### src/rtl/regfile_wb_arbiter.sv
// Register-file write-port controller.
// Shares the single write port between the in-order WriteBack stage and a
// long-latency unit (LLU). WB normally has priority; an LLU result that keeps
// losing is granted by a one-cycle FORCE state that stalls WB. A per-register
// pending-write scoreboard lets Decode detect RAW hazards on LLU results.
`timescale 1ns/1ps

module regfile_wb_arbiter #(
    parameter int XLEN     = 32,
    parameter int NREG     = 32,
    parameter int MAX_WAIT = 4
) (
    input  logic                    clk,
    input  logic                    rst,
    input  logic                    pipe_wen,
    input  logic [$clog2(NREG)-1:0] pipe_rd,
    input  logic [XLEN-1:0]         pipe_data,
    input  logic                    llu_valid,
    input  logic [$clog2(NREG)-1:0] llu_rd,
    input  logic [XLEN-1:0]         llu_data,
    output logic                    llu_ready,
    input  logic                    issue_en,
    input  logic [$clog2(NREG)-1:0] issue_rd,
    input  logic [$clog2(NREG)-1:0] rs1,
    input  logic [$clog2(NREG)-1:0] rs2,
    output logic                    rs1_busy,
    output logic                    rs2_busy,
    output logic                    stall_wb,
    output logic                    sb_err,
    output logic                    regWEn,
    output logic [$clog2(NREG)-1:0] rd,
    output logic [XLEN-1:0]         dataW
);

    localparam int RW = $clog2(NREG);
    localparam int CW = $clog2(MAX_WAIT + 1);

    typedef enum logic {
        ARB   = 1'b0,
        FORCE = 1'b1
    } state_t;

    state_t          state_reg, state_next;
    logic [CW-1:0]   wait_cnt_reg, wait_cnt_next;
    logic            sb_err_reg, sb_err_next;
    logic [NREG-1:0] busy_vec;
    logic [NREG-1:0] set_vec;
    logic [NREG-1:0] clr_vec;

    logic pipe_req;
    logic pipe_grant;
    logic llu_grant;
    logic force_stall;
    logic issue_busy;

    // Writes to x0 are meaningless, so they never request the port.
    assign pipe_req = pipe_wen && (pipe_rd != '0);

    // Arbitration and blocked-LLU wait counter.
    always_comb begin
        state_next    = state_reg;
        wait_cnt_next = wait_cnt_reg;
        pipe_grant    = 1'b0;
        llu_grant     = 1'b0;
        force_stall   = 1'b0;
        case (state_reg)
            ARB: begin
                pipe_grant = pipe_req;
                llu_grant  = llu_valid && !pipe_req;
                if (llu_valid && !llu_grant) begin
                    if (wait_cnt_reg == CW'(MAX_WAIT - 1)) begin
                        state_next    = FORCE;
                        wait_cnt_next = '0;
                    end else begin
                        wait_cnt_next = wait_cnt_reg + CW'(1);
                    end
                end else if (llu_grant) begin
                    wait_cnt_next = '0;
                end
            end
            FORCE: begin
                // WB holds its contents; the starved LLU result owns the port.
                force_stall   = 1'b1;
                llu_grant     = llu_valid;
                state_next    = ARB;
                wait_cnt_next = '0;
            end
            default: begin
                state_next    = ARB;
                wait_cnt_next = '0;
            end
        endcase
    end

    // FSM state and wait counter registers.
    always_ff @(posedge clk) begin
        if (rst) begin
            state_reg    <= ARB;
            wait_cnt_reg <= '0;
        end else begin
            state_reg    <= state_next;
            wait_cnt_reg <= wait_cnt_next;
        end
    end

    // One scoreboard bit per architectural register; x0 never becomes busy.
    genvar gi;
    generate
        for (gi = 0; gi < NREG; gi++) begin : g_busy
            logic bit_reg;

            assign set_vec[gi]  = issue_en && (gi != 0) && (issue_rd == RW'(gi));
            assign clr_vec[gi]  = llu_grant && (llu_rd == RW'(gi));
            assign busy_vec[gi] = bit_reg;

            // Set has priority so a re-issue in the retiring cycle stays pending.
            always_ff @(posedge clk) begin
                if (rst) begin
                    bit_reg <= 1'b0;
                end else if (set_vec[gi]) begin
                    bit_reg <= 1'b1;
                end else if (clr_vec[gi]) begin
                    bit_reg <= 1'b0;
                end
            end
        end
    endgenerate

    // A register whose result retires this cycle is no longer outstanding.
    assign issue_busy  = busy_vec[issue_rd] && !(llu_grant && (llu_rd == issue_rd));
    assign sb_err_next = sb_err_reg || (issue_en && (issue_rd != '0) && issue_busy);

    // Sticky scoreboard error flag.
    always_ff @(posedge clk) begin
        if (rst) begin
            sb_err_reg <= 1'b0;
        end else begin
            sb_err_reg <= sb_err_next;
        end
    end

    // Write-port mux; everything is forced low while reset is asserted.
    always_comb begin
        regWEn = 1'b0;
        rd     = '0;
        dataW  = '0;
        if (!rst) begin
            if (llu_grant) begin
                regWEn = (llu_rd != '0);
                rd     = llu_rd;
                dataW  = llu_data;
            end else if (pipe_grant) begin
                regWEn = 1'b1;
                rd     = pipe_rd;
                dataW  = pipe_data;
            end
        end
    end

    assign llu_ready = llu_grant && !rst;
    assign stall_wb  = force_stall && !rst;
    assign sb_err    = sb_err_reg && !rst;

    // Results written this cycle reach the file on the negedge, so they are readable.
    assign rs1_busy = !rst && (rs1 != '0) && busy_vec[rs1] && !(llu_grant && (llu_rd == rs1));
    assign rs2_busy = !rst && (rs2 != '0) && busy_vec[rs2] && !(llu_grant && (llu_rd == rs2));

endmodule

### config.mk
export PLATFORM = sky130hd
export DESIGN_NAME = regfile_wb_arbiter
export DESIGN_NICKNAME = d
export VERILOG_FILES = /design/src/rtl/regfile_wb_arbiter.sv
export SDC_FILE = /design/constraint.sdc
export NUM_CORES = 1
export LEC_CHECK = 0
export CORE_AREA = 2 2 72 74
export DETAILED_ROUTE_END_ITERATION = 8
export DIE_AREA = 0 0 74 76
export DONT_BUFFER_PORTS = 1
export GPL_ROUTABILITY_DRIVEN = 0
export PLACE_DENSITY_LB_ADDON = 0.15
export SLEW_MARGIN = 15
export SYNTH_ARGS = -nofsm -noshare
export SYNTH_HDL_FRONTEND = slang
export SYNTH_SLANG_ARGS = --single-unit
### constraint.sdc
create_clock -name clk -period 2.9 [get_ports clk]
set_input_delay 0.58 -clock clk [delete_from_list [all_inputs] [get_ports clk]]
set_output_delay 0.58 -clock clk [all_outputs]
set_load 0.05 [all_outputs]
==> results.md, run 1 <==
* Worst Setup End Kind: output pin
* Hold slack final at 0.3397 ns
* Post-synth top cells: nand2_1, a21oi_1, a22o_1, dfxtp_1, clkbuf_1
* # rows at 26
* Synth top area share at 0.2394
* CTS H-tree depth at 2
* Fin crit share at 0.9300
* Number of port buffers at 0
* Pre-CTS setup slack at -0.08870 ns
* Initial Util at 0.6128
* Most frequent cell after synthesis: nand2_1
* NetSw at 0.4269 mW
* Chip width at 74 um
* Avg Cell Area, Syn at 8.248 sq um
* Synth warn at 0
* Inst Count DP at 417
* Pleak at 1.141 nW
* Setup Skew at 0.003437 ns
* Post-Syn Area at 0.003010 sq mm
* Fin area at 0.003346 sq mm
* Vias in the first global route at 2867
* Placeable Area at 0.004912 sq mm
* Final Core Density at 0.6811
* Worst-Skew Late Latency at 0.30 ns
* GRT Residual Overflow at 0
* CTS tree: done
* Clock sink total at 36
* Syn Nets at 460
* IR drop worst, VDD at 283.2 uV
* Max Clk Rate at 0.3708 GHz
* Post-Route WL at 10.44 mm
* Unrepaired setup endpoints after global routing: false
* Fin worst setup slack at 0.2031 ns
* Critical path arrival at 2.12 ns
* Vias/cell at 7.394
* CP max FO at 37
* CTS clk-pin slew, worst paths at 0.08 ns
* Largest net degree at the start of global routing at 44
* Main combinational cell family by area after synthesis: compound AO/OA/AOI/OAI gates
* Post-Synth Simple-Gate Area at 0.1924
* Area contributors post-synth: dfxtp_1, mux4_2, a22o_1
* Cts bufs inserted at 5
* Avg WL per Cell at 24.52 um
* Sw frac at 0.3427
* CTS Hold Bufs at 0
* Post-synth EDFFs at 0
* Largest register FFs at 31
* Power per Cell Area at 372.3 mW/mm^2
* Initial antenna violation count at 0
* Worst EP required at 2.32 ns
* Multiplexer share of the synthesized area at 0.2020
* Worst slew pin tran at 0.7406 ns
* Clk root buf: clkbuf_8
* Compound-Gate Fraction of Synth Area at 0.2693
* Clk pwr share at 0.317
* Crit path launch type: primary input
* CP dominant cell by count: buf_12
* Layout Nets at 449
* Outcome: finished, final reports clean
* Yosys cell types at 42
* Sequential-to-total area share from yosys stat at 0.2394
* HPWL Detailed at 7.865 mm
* Hold Fails Final Rpt at 0
* Crit-path cells: or4_4 -> o21ai_4 -> nand2_4 -> nor2_4 -> buf_12 -> a22o_1 -> buf_12
* Seq pwr share at 0.408
* Combinational share of power at 0.275
* Most area-hungry cell type in the Yosys netlist: dfxtp_1
* Slowest-stage cell, CP: or4_4
* Internal at 0.8189 mW
* Fraction of registers with async set/reset at 0
* Max cap viols at 0
* Antenna Nets Post-Route at 0
* Area Overhead vs Synth at 11.14%
* Hold WC Path Type: in2reg
* # DRC at 0
* DIE AREA at 0.005624 sq mm
* Die span in y at 76 um
* Top_reg_cell synth: dfxtp_1
* Syn Inst Count at 365
* Finished Layout Cells at 426
* Overall Power at 1.246 mW
* Largest stage delay on the critical path at 0.53 ns
* XOR/XNOR Fraction of Synth Area at 0.04364
* Setup Crit Path Kind: in2out
* Post-Synth Adder-Cell Area at 0.004156
* Slew headroom at 0.5051
* I/O Pins at 137
* Pins Over Slew Limit at 0
* GRT Total Usage at 0.3686
* Min cycle time layout at 2.697 ns
* Share of cells above drive strength 1 at 0.2310
* # setup viols final at 0
* Clock Path Buffers at 2
* Register bit total from synthesis at 36
* First-pass GRT wire length at 15.70 mm
* Placed instance area at 0.003241 sq mm
* DR vias at 3150
* Crit path max-delay family: simple AND/OR/NAND/NOR gates
* Setup TNS at 0 ns
* DRT Pass-1 Iters at 5
* DRT iter0 DRCs at 361
* CP bufs+invs at 2
-- layout make-up --
| type | count | area [sq um] |
|---|---|---|
| diodes | 1 | 2.502 |
| clock buffers | 6 | 82.58 |
| clock inverters | 2 | 15.01 |
| fillers | 402 | 1567 |
| inverters | 2 | 7.507 |
| multi-input cells | 292 | 2202 |
| flip-flops and latches | 36 | 720.7 |
| well taps | 70 | 87.58 |
| repair buffers | 17 | 227.7 |
-- what timing repair did --
action | 4_1_cts | 5_1_grt
setup endpoints to repair | 36 | 0
setup buffers | 0 | 0
resized for setup | 1 | 0
-- power groups by stage --
stage	Clock [mW]	Sequential (mW)	Combinational [mW]
6_report	0.395	0.509	0.343
5_1_grt	0.418	0.509	0.359
4_1_cts	0.395	0.508	0.341
3_5_place_dp	0	0.520	0.340
3_3_place_gp	0	0.519	0.335
2_1_floorplan	0	0.517	0.320
-- layout by cell type (no fill, tap or decap), types with 2 or more instances in the layout --
master and instances:
a21oi_1 39, mux2i_1 18, nor2_4 2, xor2_1 7, nor3_1 6, clkinvlp_4 2, a22o_2 29, a22oi_1 4
nor2_1 16, clkbuf_8 6, nand4b_1 2, inv_1 2, mux4_2 17, nand3_1 14, a22o_1 7, nand2b_1 10
nand2_1 43, o31ai_1 8, nor2b_1 9, dfxtp_1 36, xnor2_1 8, nand4_1 3, buf_12 8, o21ai_0 24
or4_1 2, mux2_2 4, buf_4 9, o41ai_1 3
-- cells by family (layout without fill, tap and decap cells) --
logic type | count (synthesis) | count (layout)
DFF | 36 | 36
buffers and inverters | 37 | 27
AOI/OAI and AO/OA | 121 | 121
and+or+nand+nor | 116 | 116
other | 0 | 1
muxes | 39 | 39
adders and majority gates | 1 | 1
xor gates and xnor gates | 15 | 15
-- per-layer routing --
layer	vias to the layer above	GRT usage	share of wire
li1	1355	-	-
met1	1495	0.4513	0.36
met2	253	0.6071	0.49
met3	47	0.07143	0.11
met4	0	0.1818	0.050
met5	-	0	0
-- final timing paths --
path	from	to	slack [ns]	depth (start not counted)
setup / recovery	pipe_rd[2]	dataW[31]	0.20	7
hold / removal	rst	g_busy[13].bit_reg$_SDFFE_PP0P_	0.34	1
setup reg to reg	state_reg$_SDFF_PP0_	g_busy[7].bit_reg$_SDFFE_PP0P_	1.02	6
hold reg to reg	g_busy[16].bit_reg$_SDFFE_PP0P_	g_busy[16].bit_reg$_SDFFE_PP0P_	0.49	2
(Power assumes the default switching activity.)
==> run 2: changes to the inputs <==
CORE_AREA = 10 10 80 82   (was 2 2 72 74)
DIE_AREA = 0 0 90 92   (was 0 0 74 76)
==> run 2 against run 1 <==
  * Global-route usage is 8.5 points lower
  * Setup slack worse by 0.011 ns
  * Maximum frequency is 0.40% lower
  * Critical path type unchanged
  * Critical endpoint is now dataW[11]
==> results.md, run 2 (same netlist as run 1, synthesis figures left out) <==
* NetSw at 0.4350 mW (+1.9%)
* Most frequent cells in the layout: nand2_1, a21oi_1, buf_12
* GRT Total Usage at 0.2836 (-0.08501)
* Largest stage delay on the critical path at 0.52 ns (about the same)
* Clk pwr share at 0.279 (-0.038)
* CTS Hold Bufs at 0 (unchanged)
* Combinational share of power at 0.344 (+0.069)
* CTS clk-pin slew, worst paths at 0.07 ns (about the same)
* Vias/cell at 7.195 (-2.7%)
* Outcome: finished, final reports clean
* Antenna fix cells at 0 (-1)
* Cells on Worst Hold Path at 1 (unchanged)
* Placed instance area at 0.003856 sq mm (+19%)
* Final Core Density at 0.8034 (+0.1223)
* CTS H-tree depth at 2 (unchanged)
* Fin crit share at 0.9338 (+0.003780)
* Worst slew pin tran at 0.6714 ns (-0.06925 ns)
* Fin area at 0.003946 sq mm (+18%)
* Crit path launch type: primary input
* Setup Skew at 0.003834 ns (+0.0003967 ns)
* Largest register FFs at 31 (unchanged)
* Max Clk Rate at 0.3693 GHz (-0.40%)
* DIE AREA at 0.008280 sq mm (+47%)
* Hold Crit Start: rst
* Fillers at 330 (-18%)
* Setup TNS at 0 ns (unchanged)
* R2R depth at 6 (unchanged)
* First-pass GRT wire length at 18.82 mm (+20%)
* Internal at 0.9164 mW (+12%)
* CP max FO at 13 (-65%)
* Layout Nets at 481 (+7.1%)
* Pre-CTS setup slack at 0.2028 ns (+0.2915 ns)
* Max cap viols at 0 (unchanged)
* Fin worst setup slack at 0.1921 ns (-0.01096 ns)
* Commonest non-fill, non-tap cell in the layout: nand2_1
* Initial Util at 0.6128 (unchanged)
* # rows at 26 (unchanged)
* Largest net degree at the start of global routing at 44 (unchanged)
* Placeable Area at 0.004912 sq mm (unchanged)
* Setup Crit Path Kind: in2out
* GRT Residual Overflow at 0 (unchanged)
* Inst Count DP at 449 (+7.7%)
* Worst r2r src: state_reg$_SDFF_PP0_
* Pleak at 1.409 nW (+24%)
* Share of cells above drive strength 1 at 0.2894 (+0.05842)
* CTS tree: done
* Register area at 720.7 sq um (unchanged)
* Resize count post-CTS at 0 (-1)
* Pins Over Slew Limit at 0 (unchanged)
* DRT Pass-1 Iters at 5 (unchanged)
* Vias in the first global route at 3129 (+9.1%)
* HPWL Detailed at 9.598 mm (+22%)
* Clock Path Buffers at 2 (unchanged)
* Area of the multi-input gates at 0.002197 sq mm (-0.23%)
* Worst Setup End Kind: output pin
* Crit-path cells: or4_4 -> o21ai_4 -> nand2_4 -> nor2_4 -> buf_4 -> a22o_2 -> buf_12
* Finished Layout Cells at 457 (+7.3%)
* Seq pwr share at 0.377 (-0.031)
* DRT iter0 DRCs at 444 (+23%)
* Clock sink total at 36 (unchanged)
* Unrepaired setup endpoints after global routing: false
* Hold slack final at 0.3539 ns (+0.01423 ns)
* Cts bufs inserted at 5 (unchanged)
* Reg2Reg Setup Slack at 1.05 ns (+0.03 ns)
* Min cycle time layout at 2.708 ns (+0.01096 ns)
* Number of post-CTS setup repair buffers at 0 (unchanged)
* Reg2Reg Capture Point: g_busy[2].bit_reg$_SDFFE_PP0P_
* Chip width at 90 um (+22%)
* Area Overhead vs Synth at 31.09%
* Hold WC Path Type: in2reg
* Slowest-stage cell, CP: or4_4
* # setup viols final at 0 (unchanged)
* DR vias at 3288 (+4.4%)
* Avg WL per Cell at 27.22 um (+11%)
* # DRC at 0 (unchanged)
* Slew headroom at 0.5515 (+0.04642)
* Number of port buffers at 0 (unchanged)
* Die span in y at 92 um (+21%)
* I/O Pins at 137 (unchanged)
* IR drop worst, VDD at 361.5 uV (+28%)
* Worst EP required at 2.32 ns (about the same)
* Antenna Nets Post-Route at 0 (unchanged)
* Hold Fails Final Rpt at 0 (unchanged)
* Post-Route WL at 12.44 mm (+19%)
* Overall Power at 1.351 mW (+8.5%)
* Critical path arrival at 2.13 ns (about the same)
* Endpoint of the worst hold path: wait_cnt_reg[0]$_SDFFE_PP0P_
* Sw frac at 0.3219 (-0.02076)
* Worst-Skew Late Latency at 0.30 ns (about the same)
* Initial antenna violation count at 0 (unchanged)
* Power per Cell Area at 342.5 mW/mm^2 (-8.0%)
* Clk root buf: clkbuf_8
run 2: cell count changes in the layout (fill, tap and decap cells not counted), sizes merged:
| cell | delta |
|---|---|
| buf | +32 |
| clkbuf | +2 |
| clkinvlp | -2 |
| diode | -1 |
run 2: power by group through the flow:
stage	Clock [mW]	Sequential, mW	Combinational (mW)
3_5_place_dp	0	0.520	0.463
5_1_grt	0.390	0.509	0.483
2_1_floorplan	0	0.517	0.320
6_report	0.377	0.509	0.466
3_3_place_gp	0	0.519	0.457
4_1_cts	0.376	0.509	0.465
run 2: area by class of cell:
class	count	share of cell area
timing repair buffer	49	0.2137
tap	70	0.02219
clock buffer	8	0.02283
inverter	2	0.001902
multi-input combinational	292	0.5568
sequential	36	0.1826
run 2: critical path, delay by kind of cell:
kind	cells	cell delay (ns)
and+or+nand+nor	3	0.78
buffers and inverters	2	0.36
AOI/OAI and AO/OA	2	0.40
run 2: how the worst max path moves through the flow:
stage                          start         to  slack (ns)  cells after the start
final                     pipe_rd[2]  dataW[11]        0.19                      7
after global routing      pipe_rd[2]  dataW[11]        0.11                      7
after CTS                 pipe_rd[2]  dataW[11]        0.20                      7
after detailed placement  pipe_rd[2]  dataW[11]        0.20                      7
after global placement    pipe_rd[2]  dataW[29]        0.24                      7
after floorplan           pipe_rd[2]  dataW[15]       0.004                      6
run 2: routing by layer:
layer / share of wire / wire length, um / vias up / global-route usage
li1: - / - / 1414 / -
met1: 0.35 / 4321 / 1554 / 0.3141
met2: 0.52 / 6446 / 268 / 0.5248
met3: 0.11 / 1315 / 52 / 0.06846
met4: 0.029 / 355 / 0 / 0.08488
met5: 0 / 0 / - / 0
